**src/rtl/uart_pkg.sv**
```systemverilog
// Shared UART constants: receiver state encoding, oversampling and data widths.
package uart_pkg;

   localparam int unsigned UART_STATE_W    = 3;
   localparam int unsigned UART_TCNT_W     = 4;
   localparam int unsigned UART_BCNT_W     = 3;
   localparam int unsigned UART_DATA_W     = 8;
   localparam int unsigned UART_DATA7_W    = 7;
   localparam int unsigned UART_OVERSAMPLE = 16;
   localparam int unsigned UART_MID_SAMPLE = 7;

   localparam logic [UART_STATE_W-1:0] UART_RX_IDLE   = 3'd0;
   localparam logic [UART_STATE_W-1:0] UART_RX_START  = 3'd1;
   localparam logic [UART_STATE_W-1:0] UART_RX_DATA   = 3'd2;
   localparam logic [UART_STATE_W-1:0] UART_RX_PARITY = 3'd3;
   localparam logic [UART_STATE_W-1:0] UART_RX_STOP   = 3'd4;

   // Keep only the bits that belong to the character (bit 7 forced low in 7-bit mode).
   function automatic logic [UART_DATA_W-1:0] uart_mask_data(input logic [UART_DATA_W-1:0] d,
                                                             input logic bit8);
      return bit8 ? d : {1'b0, d[UART_DATA7_W-1:0]};
   endfunction

endpackage

```
**src/rtl/uart_rx_sync.sv**
```systemverilog
// Two-flop synchroniser for the asynchronous serial line; resets to the idle level.
module uart_rx_sync (
   input  logic clk_sys,
   input  logic rst_sys_n,
   input  logic d,
   output logic q
);

   logic meta;

   // Resynchronise d into clk_sys; both stages come out of reset at line-idle (1).
   always_ff @(posedge clk_sys or negedge rst_sys_n) begin
      if (!rst_sys_n) begin
         meta <= 1'b1;
         q    <= 1'b1;
      end else begin
         meta <= d;
         q    <= meta;
      end
   end

endmodule

```
**src/rtl/uart_rx.sv**
```systemverilog
// 16x-oversampling UART receiver with a single-entry holding register.
module uart_rx
   import uart_pkg::*;
(
   input  logic       clk_sys,
   input  logic       rst_sys_n,
   input  logic       baud_clock,
   input  logic       rx,
   input  logic       bit8,
   input  logic       parity_en,
   input  logic       odd_n_even,
   input  logic       read_rx_byte,
   output logic [7:0] rx_data,
   output logic       rx_valid,
   output logic       parity_err,
   output logic       framing_err,
   output logic       overflow
);

   localparam logic [UART_TCNT_W-1:0] TCNT_LAST = UART_TCNT_W'(UART_OVERSAMPLE - 1);
   localparam logic [UART_TCNT_W-1:0] TCNT_MID  = UART_TCNT_W'(UART_MID_SAMPLE);
   localparam logic [UART_BCNT_W-1:0] BCNT_L8   = UART_BCNT_W'(UART_DATA_W - 1);
   localparam logic [UART_BCNT_W-1:0] BCNT_L7   = UART_BCNT_W'(UART_DATA7_W - 1);

   logic                    rx_s;
   logic [UART_STATE_W-1:0] state_q, state_d;
   logic [UART_TCNT_W-1:0]  tcnt_q, tcnt_d;
   logic [UART_BCNT_W-1:0]  bcnt_q, bcnt_d;
   logic [UART_DATA_W-1:0]  shreg_q, shreg_d;
   logic                    par_err_q, par_err_d;
   logic [UART_DATA_W-1:0]  data_q, data_d;
   logic                    valid_q, valid_d;
   logic                    perr_q, perr_d;
   logic                    ferr_q, ferr_d;
   logic                    ovf_q, ovf_d;

   logic [UART_DATA_W-1:0]  char_c;
   logic                    mid_tick_c;
   logic                    last_bit_c;

   uart_rx_sync u_sync (
      .clk_sys   (clk_sys),
      .rst_sys_n (rst_sys_n),
      .d         (rx),
      .q         (rx_s)
   );

   assign char_c     = uart_mask_data(shreg_q, bit8);
   assign mid_tick_c = (tcnt_q == TCNT_LAST);
   assign last_bit_c = bit8 ? (bcnt_q == BCNT_L8) : (bcnt_q == BCNT_L7);

   // Next-state, counters, shift register and holding-register update.
   always_comb begin
      state_d   = state_q;
      tcnt_d    = tcnt_q;
      bcnt_d    = bcnt_q;
      shreg_d   = shreg_q;
      par_err_d = par_err_q;
      data_d    = data_q;
      valid_d   = valid_q;
      perr_d    = perr_q;
      ferr_d    = ferr_q;
      ovf_d     = ovf_q;

      // A consumer read drops the held byte; a completing frame below may refill it.
      if (read_rx_byte && valid_q) begin
         valid_d = 1'b0;
         ovf_d   = 1'b0;
      end

      if (baud_clock) begin
         case (state_q)
            UART_RX_IDLE: begin
               if (!rx_s) begin
                  state_d = UART_RX_START;
                  tcnt_d  = '0;
               end
            end
            UART_RX_START: begin
               tcnt_d = tcnt_q + UART_TCNT_W'(1);
               if (tcnt_q == TCNT_MID) begin
                  if (!rx_s) begin
                     state_d = UART_RX_DATA;
                     tcnt_d  = '0;
                     bcnt_d  = '0;
                     shreg_d = '0;
                  end else begin
                     state_d = UART_RX_IDLE;
                  end
               end
            end
            UART_RX_DATA: begin
               tcnt_d = tcnt_q + UART_TCNT_W'(1);
               if (mid_tick_c) begin
                  shreg_d[bcnt_q] = rx_s;
                  bcnt_d          = bcnt_q + UART_BCNT_W'(1);
                  if (last_bit_c) begin
                     state_d = parity_en ? UART_RX_PARITY : UART_RX_STOP;
                  end
               end
            end
            UART_RX_PARITY: begin
               tcnt_d = tcnt_q + UART_TCNT_W'(1);
               if (mid_tick_c) begin
                  par_err_d = rx_s ^ (^char_c) ^ odd_n_even;
                  state_d   = UART_RX_STOP;
               end
            end
            UART_RX_STOP: begin
               tcnt_d = tcnt_q + UART_TCNT_W'(1);
               if (mid_tick_c) begin
                  state_d = UART_RX_IDLE;
                  if (!valid_q || read_rx_byte) begin
                     data_d  = char_c;
                     perr_d  = parity_en & par_err_q;
                     ferr_d  = !rx_s;
                     valid_d = 1'b1;
                  end else begin
                     ovf_d = 1'b1;
                  end
               end
            end
            default: state_d = UART_RX_IDLE;
         endcase
      end
   end

   // State and output registers.
   always_ff @(posedge clk_sys or negedge rst_sys_n) begin
      if (!rst_sys_n) begin
         state_q   <= UART_RX_IDLE;
         tcnt_q    <= '0;
         bcnt_q    <= '0;
         shreg_q   <= '0;
         par_err_q <= 1'b0;
         data_q    <= '0;
         valid_q   <= 1'b0;
         perr_q    <= 1'b0;
         ferr_q    <= 1'b0;
         ovf_q     <= 1'b0;
      end else begin
         state_q   <= state_d;
         tcnt_q    <= tcnt_d;
         bcnt_q    <= bcnt_d;
         shreg_q   <= shreg_d;
         par_err_q <= par_err_d;
         data_q    <= data_d;
         valid_q   <= valid_d;
         perr_q    <= perr_d;
         ferr_q    <= ferr_d;
         ovf_q     <= ovf_d;
      end
   end

   assign rx_data     = data_q;
   assign rx_valid    = valid_q;
   assign parity_err  = perr_q;
   assign framing_err = ferr_q;
   assign overflow    = ovf_q;

endmodule
```
**config.mk**
```make
export PLATFORM = sky130hd
export DESIGN_NAME = uart_rx
export DESIGN_NICKNAME = d
export VERILOG_FILES = /design/src/rtl/uart_pkg.sv /design/src/rtl/uart_rx_sync.sv /design/src/rtl/uart_rx.sv
export SDC_FILE = /design/constraint.sdc
export NUM_CORES = 1
export LEC_CHECK = 0
export CORE_MARGIN = 5
export CORE_UTILIZATION = 45
export CTS_CLUSTER_DIAMETER = 60
export DETAILED_ROUTE_END_ITERATION = 7
export PLACE_DENSITY = 0.65
export SYNTH_ARGS = -nofsm -noshare
export SYNTH_HDL_FRONTEND = slang
export SYNTH_SLANG_ARGS = --single-unit
```
**constraint.sdc**
```tcl
create_clock -name clk_sys -period 2.09 [get_ports clk_sys]
set_input_delay 0.418 -clock clk_sys [delete_from_list [all_inputs] [get_ports clk_sys]]
set_output_delay 0.418 -clock clk_sys [all_outputs]
set_load 0.02 [all_outputs]
```
==> results.py <==
metrics = {
    "floorplan": {
        "coreArea_um2": 3940,
        "die_area_um2": 5360,
        "die_x_um": 73.2,
        "initial_utilization_pct": 45.6,
        "rows": 23,
        "die_height_um": 73.2,
        "io_pins": 20,
    },
    "power": {
        "p_clk_share_pct": 24.3,
        "p_comb_share_pct": 31.7,
        "seqPwrFrac_pct": 44.0,
        "vdd_ir_drop_max_uv": 407,
        "swShare_pct": 32.9,
        "switchingPower_uw": 674,
        "internal_power_mw": 1.37,
        "powerDensity_nw_per_um2": 961,
        "power_mw": 2.05,
        "leakage_nw": 0.933,
    },
    "synth": {
        "ys_seq_area_share_pct": 46.1,
        "synth_seq_cells": 33,
        "syn_avg_cell_area_um2": 11.0,
        "synth-edff-count": 0,
        "postSynth.asyncResetShare_pct": 100,
        "ys_warn_count": 0,
        "syn_nets": 174,
        "synth_top_area_share_pct": 43.1,
        "synth_cell_types": 52,
        "ys.flop_type": "dfrtp_1",
        "yosys.area.top_type": "dfrtp_1",
        "syn_area_um2": 1800,
        "synth_area_leaders": "dfrtp_1 (43%), mux2_4 (5.8%), xnor2_1 (4.4%), a21oi_1 (3.1%), o21ai_0 (3.1%)",
        "synth_cells": 164,
    },
    "timing": {
        "worst_pin_slew_ns": 0.777,
        "fin_ws_ns": 0.115,
        "min_period_over_period_pct": 94.5,
        "drv_slew": 0,
        "fmax_ghz": 0.506,
        "hold_viol_final": 0,
        "holdWs_ns": 0.358,
        "slew_headroom_pct": 47.9,
        "min_period_ns": 1.97,
        "setup_viol": 0,
        "clock_skew_ns": 0.00530,
        "tns_ns": 0,
        "rsz0062_at_grt": "false",
    },
    "grt": {
        "grt_pass1_wl_mm": 6.07,
        "grt_max_degree": 34,
        "grt_overflow_total": 0,
        "antenna_found_initial": 0,
        "grt_pass1_vias": 1268,
        "grtUsageTotal_pct": 14.8,
    },
    "place": {
        "place_congestion": 0.844,
        "io_buffers": 19,
        "dp.final_hpwl_mm": 2.57,
        "dp_slack_ns": -0.0343,
    },
    "clock_tree": {
        "cts_max_path_buffers": 2,
        "cts_resized": 0,
        "clock_latency_ns": 0.28,
        "cts_buffers": 5,
        "clock-sinks": 33,
        "clk_pin_slew_ns": 0.07,
        "post_cts_buffers": 0,
        "ctsHoldBuffers": 0,
        "cts_root_buf": "clkbuf_8",
        "cts_tree": "done",
        "htreeDepth": 2,
    },
    "drt": {
        "via_per_inst": 5.60,
        "drc": 0,
        "via_count": 1327,
        "drt-met1-wl_mm": 1.66,
        "drt_pass1_iterations": 4,
        "routedWlPerCell_um": 15.5,
        "route.met3.wl_um": 171,
        "initialDrtViolationCount": 50,
        "wl_mm": 3.67,
        "met2_length_mm": 1.77,
        "antenna_left": 0,
        "top_layer": "met4",
    },
    "cells_and_area": {
        "regArea_um2": 828,
        "multi_input_area_um2": 862,
        "final_nets": 196,
        "diodes": 0,
        "mostFrequentLayoutCell": "dfrtp_1",
        "fin_util_pct": 54.0,
        "layout_common_cells": "dfrtp_1 (31), clkdlybuf4s50_1 (19), a21oi_1 (11), o21ai_0 (11), inv_1 (10)",
        "layout-drive-gt1-share_pct": 18.2,
        "fill_cells": 317,
        "area_growth_pct": 18.4,
    },
    "worst_setup_path": {
        "critical-path-top-delay-family": "simple AND/OR/NAND/NOR gates",
        "start_kind": "flop",
        "worstSetupEndpointType": "flop",
        "crit_buf_inv": 0,
        "critPathMaxFanout": 14,
        "crit_type": "flop to flop",
        "required_ns": 2.26,
        "cp_slowest_cell": "dfrtp_1",
        "cp_data_arrival_time_ns": 2.14,
        "cp_slowest_stage_delay_ns": 0.62,
        "crit_path_cell_trace": "or3b_4 > a32oi_1 > or3_4 > mux2_4",
    },
    "flow_run": {
        "maxCapViolations": 0,
    },
    "outcome": {
        "status": "finished clean",
    },
    "worst_hold_path": {
        "min_path_type": "flop to flop",
    },
}
worst paths after layout:
path	from	to	slack (ns)	cells after the start
setup reg to reg	state_q[2]	state_q[2]	0.12	4
max in group asynchronous	rst_sys_n	u_sync.meta	1.21	2
hold / removal	u_sync.meta	u_sync.q	0.36	0
setup / recovery	state_q[2]	state_q[2]	0.12	4
hold reg to reg	u_sync.meta	u_sync.q	0.36	0
min in group asynchronous	rst_sys_n	rx_data[5]	0.54	2
per-layer routing:
metal | global-route usage (%) | vias to the layer above
met3 | 3.99 | 7
li1 | - | 638
met2 | 23.8 | 37
met5 | 0 | -
met4 | 6.15 | 0
met1 | 18.7 | 645
power by group through the flow:
stage	clock [mW]	sequential, mW	combinational [mW]
after floorplan	0	0.832	0.587
after global routing	0.532	0.923	0.704
after CTS	0.507	0.896	0.652
after detailed placement	0	0.908	0.645
after global placement	0	0.900	0.621
final	0.498	0.900	0.648
kinds of logic (layout without fill, tap and decap cells):
kind of cell | count (synthesis) | after routing | share of synthesized area, %
mux | 12 | 12 | 8.91
flops | 33 | 33 | 46.1
compound gates | 42 | 42 | 15.2
simple gates | 45 | 45 | 16.8
buf+inv | 20 | 43 | 5.98
xor+xnor | 10 | 10 | 5.64
fa+ha+maj | 2 | 2 | 1.39
cell type report:
class                           count  area share (%)
Clock buffer                        8            4.23
Tap cell                           50            2.94
Timing Repair Buffer               25            11.6
Inverter                           10            1.76
Sequential cell                    33            38.9
Multi-Input combinational cell    111            40.5
registers in the layout (all words and copies together), names as in the netlist:
name / count
framing_err: 1
tcnt_q: 4
overflow: 1
rx_data: 8
parity_err: 1
u_sync.meta: 1
rx_valid: 1
bcnt_q: 3
shreg_q: 8
state_q: 3
u_sync.q: 1
par_err_q: 1
cell usage after synthesis (all sizes together), types with 2 or more instances:
library cell	n
a22o	2
o21ai	12
clkbuf	3
nand3	6
buf	7
dfstp	2
nor2	8
dfrtp	31
inv	10
o41ai	4
o311ai	2
nor2b	2
mux2	11
or3b	2
o22ai	5
nand2	5
nor3	3
nand3b	3
and3b	2
nand2b	2
ha	2
or2	2
xnor2	9
a21oi	11
metrics by stage:
step                instances  area (um2)
finish                    237        2130
global route              237        2130
CTS                       237        2130
detailed placement        229        2040
global placement          229        2040
floorplan                 164        1800
Note: power is estimated with default switching activity, not from simulation.
